`src/rtl/cv32e40p_apu_core_pkg.sv`:
```
// Shared APU interface widths for the CV32E40P cores and the multi-core APU arbiter.
package cv32e40p_apu_core_pkg;

    localparam int unsigned APU_NARGS_CPU     = 3;
    localparam int unsigned APU_WOP_CPU       = 6;
    localparam int unsigned APU_NDSFLAGS_CPU  = 15;
    localparam int unsigned APU_NUSFLAGS_CPU  = 5;

    // Upper bound on cores that may share one APU through the arbiter
    localparam int unsigned APU_ARB_MAX_CORES = 8;

endpackage

```
`src/rtl/cv32e40p_apu_arb_id_fifo.sv`:
```
// In-order FIFO of granted core indices; the head names the owner of the next APU response.
module cv32e40p_apu_arb_id_fifo #(
    parameter int unsigned DATA_W = 1,
    parameter int unsigned DEPTH  = 4
) (
    input  logic                     clk_i,
    input  logic                     rst_i,
    input  logic                     push_i,
    input  logic [DATA_W-1:0]        data_i,
    input  logic                     pop_i,
    output logic [DATA_W-1:0]        data_o,
    output logic                     full_o,
    output logic                     empty_o,
    output logic [$clog2(DEPTH):0]   count_o
);

    localparam int unsigned AW    = $clog2(DEPTH);
    localparam int unsigned CNT_W = AW + 1;

    logic [DEPTH-1:0][DATA_W-1:0] mem;
    logic [AW-1:0]                wr_ptr;
    logic [AW-1:0]                rd_ptr;
    logic [CNT_W-1:0]             count;
    logic                         do_push;
    logic                         do_pop;

    assign full_o  = (count == CNT_W'(DEPTH));
    assign empty_o = (count == '0);
    assign count_o = count;
    assign data_o  = mem[rd_ptr];

    assign do_push = push_i & ~full_o;
    assign do_pop  = pop_i & ~empty_o;

    // Storage carries no reset: stale entries are never read past the count
    always_ff @(posedge clk_i) begin
        if (do_push) begin
            mem[wr_ptr] <= data_i;
        end
    end

    // Power-of-two depth lets the pointers wrap naturally
    always_ff @(posedge clk_i) begin
        if (rst_i) begin
            wr_ptr <= '0;
            rd_ptr <= '0;
            count  <= '0;
        end else begin
            if (do_push) begin
                wr_ptr <= wr_ptr + AW'(1);
            end
            if (do_pop) begin
                rd_ptr <= rd_ptr + AW'(1);
            end
            case ({do_push, do_pop})
                2'b10:   count <= count + CNT_W'(1);
                2'b01:   count <= count - CNT_W'(1);
                default: count <= count;
            endcase
        end
    end

endmodule

```
`src/rtl/cv32e40p_apu_arbiter.sv`:
```
// Round-robin arbiter sharing one APU among NUM_CORES cores, routing in-order responses back by ID.
// Optional per-core grant counters are enabled with macro CV32E40P_APU_ARB_STATS_EN.
module cv32e40p_apu_arbiter
    import cv32e40p_apu_core_pkg::*;
#(
    parameter int unsigned NUM_CORES = 2,
    parameter int unsigned ID_DEPTH  = 4
) (
    input  logic                                            clk_i,
    input  logic                                            rst_i,

    input  logic [NUM_CORES-1:0]                            core_req_i,
    output logic [NUM_CORES-1:0]                            core_gnt_o,
    input  logic [NUM_CORES-1:0][APU_NARGS_CPU-1:0][31:0]   core_operands_i,
    input  logic [NUM_CORES-1:0][APU_WOP_CPU-1:0]           core_op_i,
    input  logic [NUM_CORES-1:0][APU_NDSFLAGS_CPU-1:0]      core_flags_i,
    output logic [NUM_CORES-1:0]                            core_rvalid_o,
    output logic [31:0]                                     core_result_o,
    output logic [APU_NUSFLAGS_CPU-1:0]                     core_flags_o,

    output logic                                            apu_req_o,
    input  logic                                            apu_gnt_i,
    output logic [APU_NARGS_CPU-1:0][31:0]                  apu_operands_o,
    output logic [APU_WOP_CPU-1:0]                          apu_op_o,
    output logic [APU_NDSFLAGS_CPU-1:0]                     apu_flags_o,
    input  logic                                            apu_rvalid_i,
    input  logic [31:0]                                     apu_result_i,
    input  logic [APU_NUSFLAGS_CPU-1:0]                     apu_flags_i,

    output logic                                            busy_o,
    output logic                                            err_o,
    output logic [NUM_CORES-1:0][31:0]                      stat_grant_cnt_o
);

    localparam int unsigned IDX_W = $clog2(NUM_CORES);
    localparam int unsigned CNT_W = $clog2(ID_DEPTH) + 1;

    logic [IDX_W-1:0] rr_ptr;
    logic [IDX_W-1:0] winner;
    logic [IDX_W-1:0] head;
    logic [CNT_W-1:0] id_count;
    logic             id_full;
    logic             id_empty;
    logic             handshake;
    logic             rsp_pop;

    // First requester at or after rr_ptr, wrapping past the last core
    always_comb begin
        int unsigned idx;
        logic        found;
        winner = rr_ptr;
        found  = 1'b0;
        idx    = 0;
        for (int unsigned k = 0; k < NUM_CORES; k++) begin
            idx = int'(rr_ptr) + k;
            if (idx >= NUM_CORES) begin
                idx = idx - NUM_CORES;
            end
            if (!found && core_req_i[IDX_W'(idx)]) begin
                winner = IDX_W'(idx);
                found  = 1'b1;
            end
        end
    end

    assign apu_req_o      = (|core_req_i) & ~id_full & ~rst_i;
    assign handshake      = apu_req_o & apu_gnt_i;
    assign apu_operands_o = core_operands_i[winner];
    assign apu_op_o       = core_op_i[winner];
    assign apu_flags_o    = core_flags_i[winner];

    always_comb begin
        core_gnt_o = '0;
        if (handshake) begin
            core_gnt_o[winner] = 1'b1;
        end
    end

    // A response with nothing outstanding is dropped rather than misrouted
    assign rsp_pop = apu_rvalid_i & ~id_empty & ~rst_i;

    always_comb begin
        core_rvalid_o = '0;
        if (rsp_pop) begin
            core_rvalid_o[head] = 1'b1;
        end
    end

    assign core_result_o = apu_result_i;
    assign core_flags_o  = apu_flags_i;
    assign busy_o        = (id_count != '0);

    always_ff @(posedge clk_i) begin
        if (rst_i) begin
            rr_ptr <= '0;
        end else if (handshake) begin
            rr_ptr <= (winner == IDX_W'(NUM_CORES - 1)) ? '0 : winner + IDX_W'(1);
        end
    end

    always_ff @(posedge clk_i) begin
        if (rst_i) begin
            err_o <= 1'b0;
        end else if (apu_rvalid_i && id_empty) begin
            err_o <= 1'b1;
        end
    end

    cv32e40p_apu_arb_id_fifo #(
        .DATA_W (IDX_W),
        .DEPTH  (ID_DEPTH)
    ) u_id_fifo (
        .clk_i   (clk_i),
        .rst_i   (rst_i),
        .push_i  (handshake),
        .data_i  (winner),
        .pop_i   (rsp_pop),
        .data_o  (head),
        .full_o  (id_full),
        .empty_o (id_empty),
        .count_o (id_count)
    );

`ifdef CV32E40P_APU_ARB_STATS_EN
    logic [NUM_CORES-1:0][31:0] grant_cnt;

    // Saturating per-core handshake counters
    always_ff @(posedge clk_i) begin
        if (rst_i) begin
            grant_cnt <= '0;
        end else begin
            for (int unsigned i = 0; i < NUM_CORES; i++) begin
                if (core_gnt_o[i] && (grant_cnt[i] != 32'hFFFF_FFFF)) begin
                    grant_cnt[i] <= grant_cnt[i] + 32'd1;
                end
            end
        end
    end

    assign stat_grant_cnt_o = grant_cnt;
`else
    assign stat_grant_cnt_o = '0;
`endif

endmodule

```
`config.mk`:
```
export PLATFORM = sky130hd
export DESIGN_NAME = cv32e40p_apu_arbiter
export DESIGN_NICKNAME = d
export VERILOG_FILES = /design/src/rtl/cv32e40p_apu_core_pkg.sv /design/src/rtl/cv32e40p_apu_arb_id_fifo.sv /design/src/rtl/cv32e40p_apu_arbiter.sv
export SDC_FILE = /design/constraint.sdc
export NUM_CORES = 1
export LEC_CHECK = 0
export CORE_AREA = 2 2 196 198
export DETAILED_ROUTE_END_ITERATION = 10
export DIE_AREA = 0 0 198 200
export SLEW_MARGIN = 25
export SYNTH_ARGS = -nofsm -noshare
export SYNTH_HDL_FRONTEND = slang
export SYNTH_SLANG_ARGS = --single-unit
```
`constraint.sdc`:
```
create_clock -name clk_i -period 2.28 [get_ports clk_i]
set_input_delay 0.456 -clock clk_i [delete_from_list [all_inputs] [get_ports clk_i]]
set_output_delay 0.456 -clock clk_i [all_outputs]
set_load 0.02 [all_outputs]
```
==> results.sh <==
export IMPL_cts_tree="built"
export IMPL_crit_path_top_delay_cell="maj3_4"
export IMPL_power_per_cell_area_nw_per_um2=345
export IMPL_pin_count=502
export IMPL_cts_sinks=13
export IMPL_rsz0062_at_grt="true"
export IMPL_final_area_um2=7270
export IMPL_layout_drive_gt1_share_pct=44.4
export IMPL_pre_cts_slack_ns=-0.780
export IMPL_critical_path_top_delay_family="buffers and inverters"
export IMPL_synth_top_family_by_area="multiplexers"
export IMPL_finalWorstSetupSlack_ns=0.00735
export IMPL_wl_met2_mm=7.62
export IMPL_path_cells="buf_2 -> maj3_4 -> buf_12 -> buf_12 -> mux2_4 -> buf_6"
export IMPL_reg2reg_depth=9
export IMPL_critPathMaxFanout=9
export IMPL_finalSetupViolCount=0
export IMPL_critPathArrivalTime_ns=1.82
export IMPL_first_pass_iters=4
export IMPL_nNetsFinal=939
export IMPL_drt_met1_wl_mm=7.03
export IMPL_dieArea_um2=39600
export IMPL_wire_per_inst_um=14.0
export IMPL_ys_seq_elements=13
export IMPL_synth_cells=303
export IMPL_r2r_end="u_id_fifo.count_o[2]"
export IMPL_cts_buffer_depth=2
export IMPL_grt_pass1_vias=3172
export IMPL_critPathLaunchType="input pin"
export IMPL_synthAdderAreaFrac_pct=2.93
export IMPL_port_buffers=363
export IMPL_vias=3292
export IMPL_peakVddDrop_v=0.000461
export IMPL_overflow=0
export IMPL_core_rowCount=71
export IMPL_grt_max_degree=17
export IMPL_wirelength_mm=16.4
export IMPL_first_iter_violations=79
export IMPL_fmaxAchievable_mhz=440
export IMPL_path_clk_slew_ns=0.05
export IMPL_final_common_cell="clkdlybuf4s50_1"
export IMPL_synth_compound_area_share_pct=2.54
export IMPL_synth_largest_area_cell="mux2_4"
export IMPL_core_um2=37400
export IMPL_yosysWarnings=0
export IMPL_synth_xor_area_share_pct=1.09
export IMPL_total_power_mw=2.51
export IMPL_drc=0
export IMPL_reg2reg_setup_slack_ns=0.05
export IMPL_synth_seq_area_share_pct=9.38
export IMPL_wl_met3_mm=1.72
export IMPL_grt_use_total_pct=7.16
export IMPL_r2r_start="u_id_fifo.count_o[1]"
export IMPL_synth_cell_types=29
export IMPL_min_path_type="flop to flop"
export IMPL_hold_depth=2
export IMPL_path_depth=6
export IMPL_required_ns=1.82
export IMPL_dp_hpwl_mm=13.1
export IMPL_syn_area_per_cell_um2=10.6
export IMPL_slowest_delay_ns=0.42
export IMPL_finalHoldViolations=0
export IMPL_cts_made_buffers=3
export IMPL_leakagePower_nw=3.15
export IMPL_critPathBufInv=4
export IMPL_synth_area_leaders="mux2_4 (38%), buf_4 (24%), mux2_2 (11%), dfxtp_1 (5.6%), edfxtp_1 (3.8%)"
export IMPL_fin_crit_sh_pct=99.7
export IMPL_clkLatencyLatePin_ns=0.24
export IMPL_final_cell_mix="clkdlybuf4s50_1 (237), mux2_4 (85), conb_1 (64)"
export IMPL_antenna_found_initial=0
export IMPL_antenna_left=0
export IMPL_top_layer="met3"
export IMPL_synth_mux_area_fraction_pct=51.2
export IMPL_diodes=0
export IMPL_place_area_um2=7060
export IMPL_synth_top_area_share_pct=37.5
export IMPL_root_buffer="clkbuf_16"
export IMPL_cp_common_cell="buf_12"
export IMPL_gp_congestion=0.819
export IMPL_syn_area_um2=3200
export IMPL_grt_pass1_wl_mm=21.1
export IMPL_cts_htree_levels=1
export IMPL_crit_type="input pin to output pin"
export IMPL_drv_slew=0
export IMPL_status="complete, no violations"
export IMPL_viasPerCell=2.82
export IMPL_fin_worst_skew_ns=0.00243
export IMPL_fin_crit_ns=2.27
export IMPL_hold_end="err_o"
export IMPL_die_h_um=200
export IMPL_cp_end_kind="output pin"
export IMPL_area_growth_syn_to_layout_pct=127
export IMPL_die_width_um=198
export IMPL_hp_start="err_o"
export IMPL_start_util_pct=8.56
export IMPL_cap_violations=0
export IMPL_synth_simple_gate_area_share_pct=3.79
registers in the layout (all words and copies together) (netlist names):
| name | flops |
|---|---|
| u_id_fifo.mem | 4 |
| u_id_fifo.count_o | 3 |
| u_id_fifo.rd_ptr | 2 |
| u_id_fifo.wr_ptr | 2 |
| err_o | 1 |
| rr_ptr | 1 |
stage by stage:
stage	std cells	util, %	hold WS, ns	setup TNS, ns
6_report	1166	19.4	0.469	0
4_1_cts	1165	19.2	0.476	-1.87
5_1_grt	1166	19.4	0.541	-0.207
3_3_place_gp	1149	18.9	0.458	-84.57
2_1_floorplan	366	-	0.475	0
3_5_place_dp	1149	18.9	0.463	-85.64
synth_stat cells:
cell type and n:
buf_4 101, mux2_4 80, mux2_2 31, buf_6 10, inv_1 10, dfxtp_1 9, nor2_1 9, and2_1 6
mux2_1 6, ha_1 5, edfxtp_1 4, xor2_1 4, a21oi_1 3, buf_2 3, nor3_1 3, o21ai_0 3
o311ai_0 3, o31ai_1 2, and3_1 1, clkbuf_1 1, conb_1 1, fa_1 1, maj3_2 1, mux4_2 1
nand4_1 1, nor3b_1 1, o21ba_2 1, or3_1 1, or3b_2 1
report_power, final:
| part | internal (mW) | switching [mW] | leakage (nW) | total, mW |
|---|---|---|---|---|
| Clock | 0.233 | 0.0983 | 0.0409 | 0.332 |
| Combinational | 1.09 | 0.823 | 3.00 | 1.91 |
| Sequential | 0.257 | 0.0106 | 0.112 | 0.267 |
timing repair:
action / CTS / global route
gates resized for setup: 533 / 68
setup buffers: 5 / 1
pin swaps: 3 / 5
gates cloned: 7 / 1
endpoints found under the setup margin: 124 / 92
hold buffers: 0 / 0
routing by layer:
metal  track usage, %  vias up
met5                0        -
met4            0.251        0
met3             2.60        0
met2             11.3      185
met1             9.79     1517
li1                 -     1590
area by class of cell:
cell class / instances / area (µm²)
Fill cell: 4132 / 30100
Inverter: 10 / 40.0
Tap cell: 511 / 639
Multi-Input combinational cell: 228 / 2280
Timing Repair Buffer: 400 / 3920
Sequential cell: 13 / 304
Clock buffer: 3 / 75.1
Clock inverter: 1 / 5.00
worst min-delay path: stages, from the launching register on:
cell     delay [ns]
dfxtp_1        0.32
a21oi_1        0.04
nor2_1         0.07
how the worst max path moves through the flow:
stage / start / to / slack [ns]
6_report: core_req_i[1] / apu_operands_o[19] / 0.007
5_1_grt: rr_ptr / apu_operands_o[92] / -0.03
4_1_cts: rr_ptr / apu_operands_o[8] / -0.07
3_5_place_dp: core_req_i[0] / apu_operands_o[29] / -0.78
3_3_place_gp: core_req_i[0] / apu_operands_o[29] / -0.76
2_1_floorplan: u_id_fifo.count_o[0] / u_id_fifo.count_o[2] / 0.008
cells by family after synthesis:
group | Yosys count
other | 1
adders and majority gates | 7
muxes | 118
DFF | 13
AOI/OAI and AO/OA | 12
xor gates and xnor gates | 4
and+or+nand+nor | 23
buffers and inverters | 125
(Power assumes the default switching activity.)
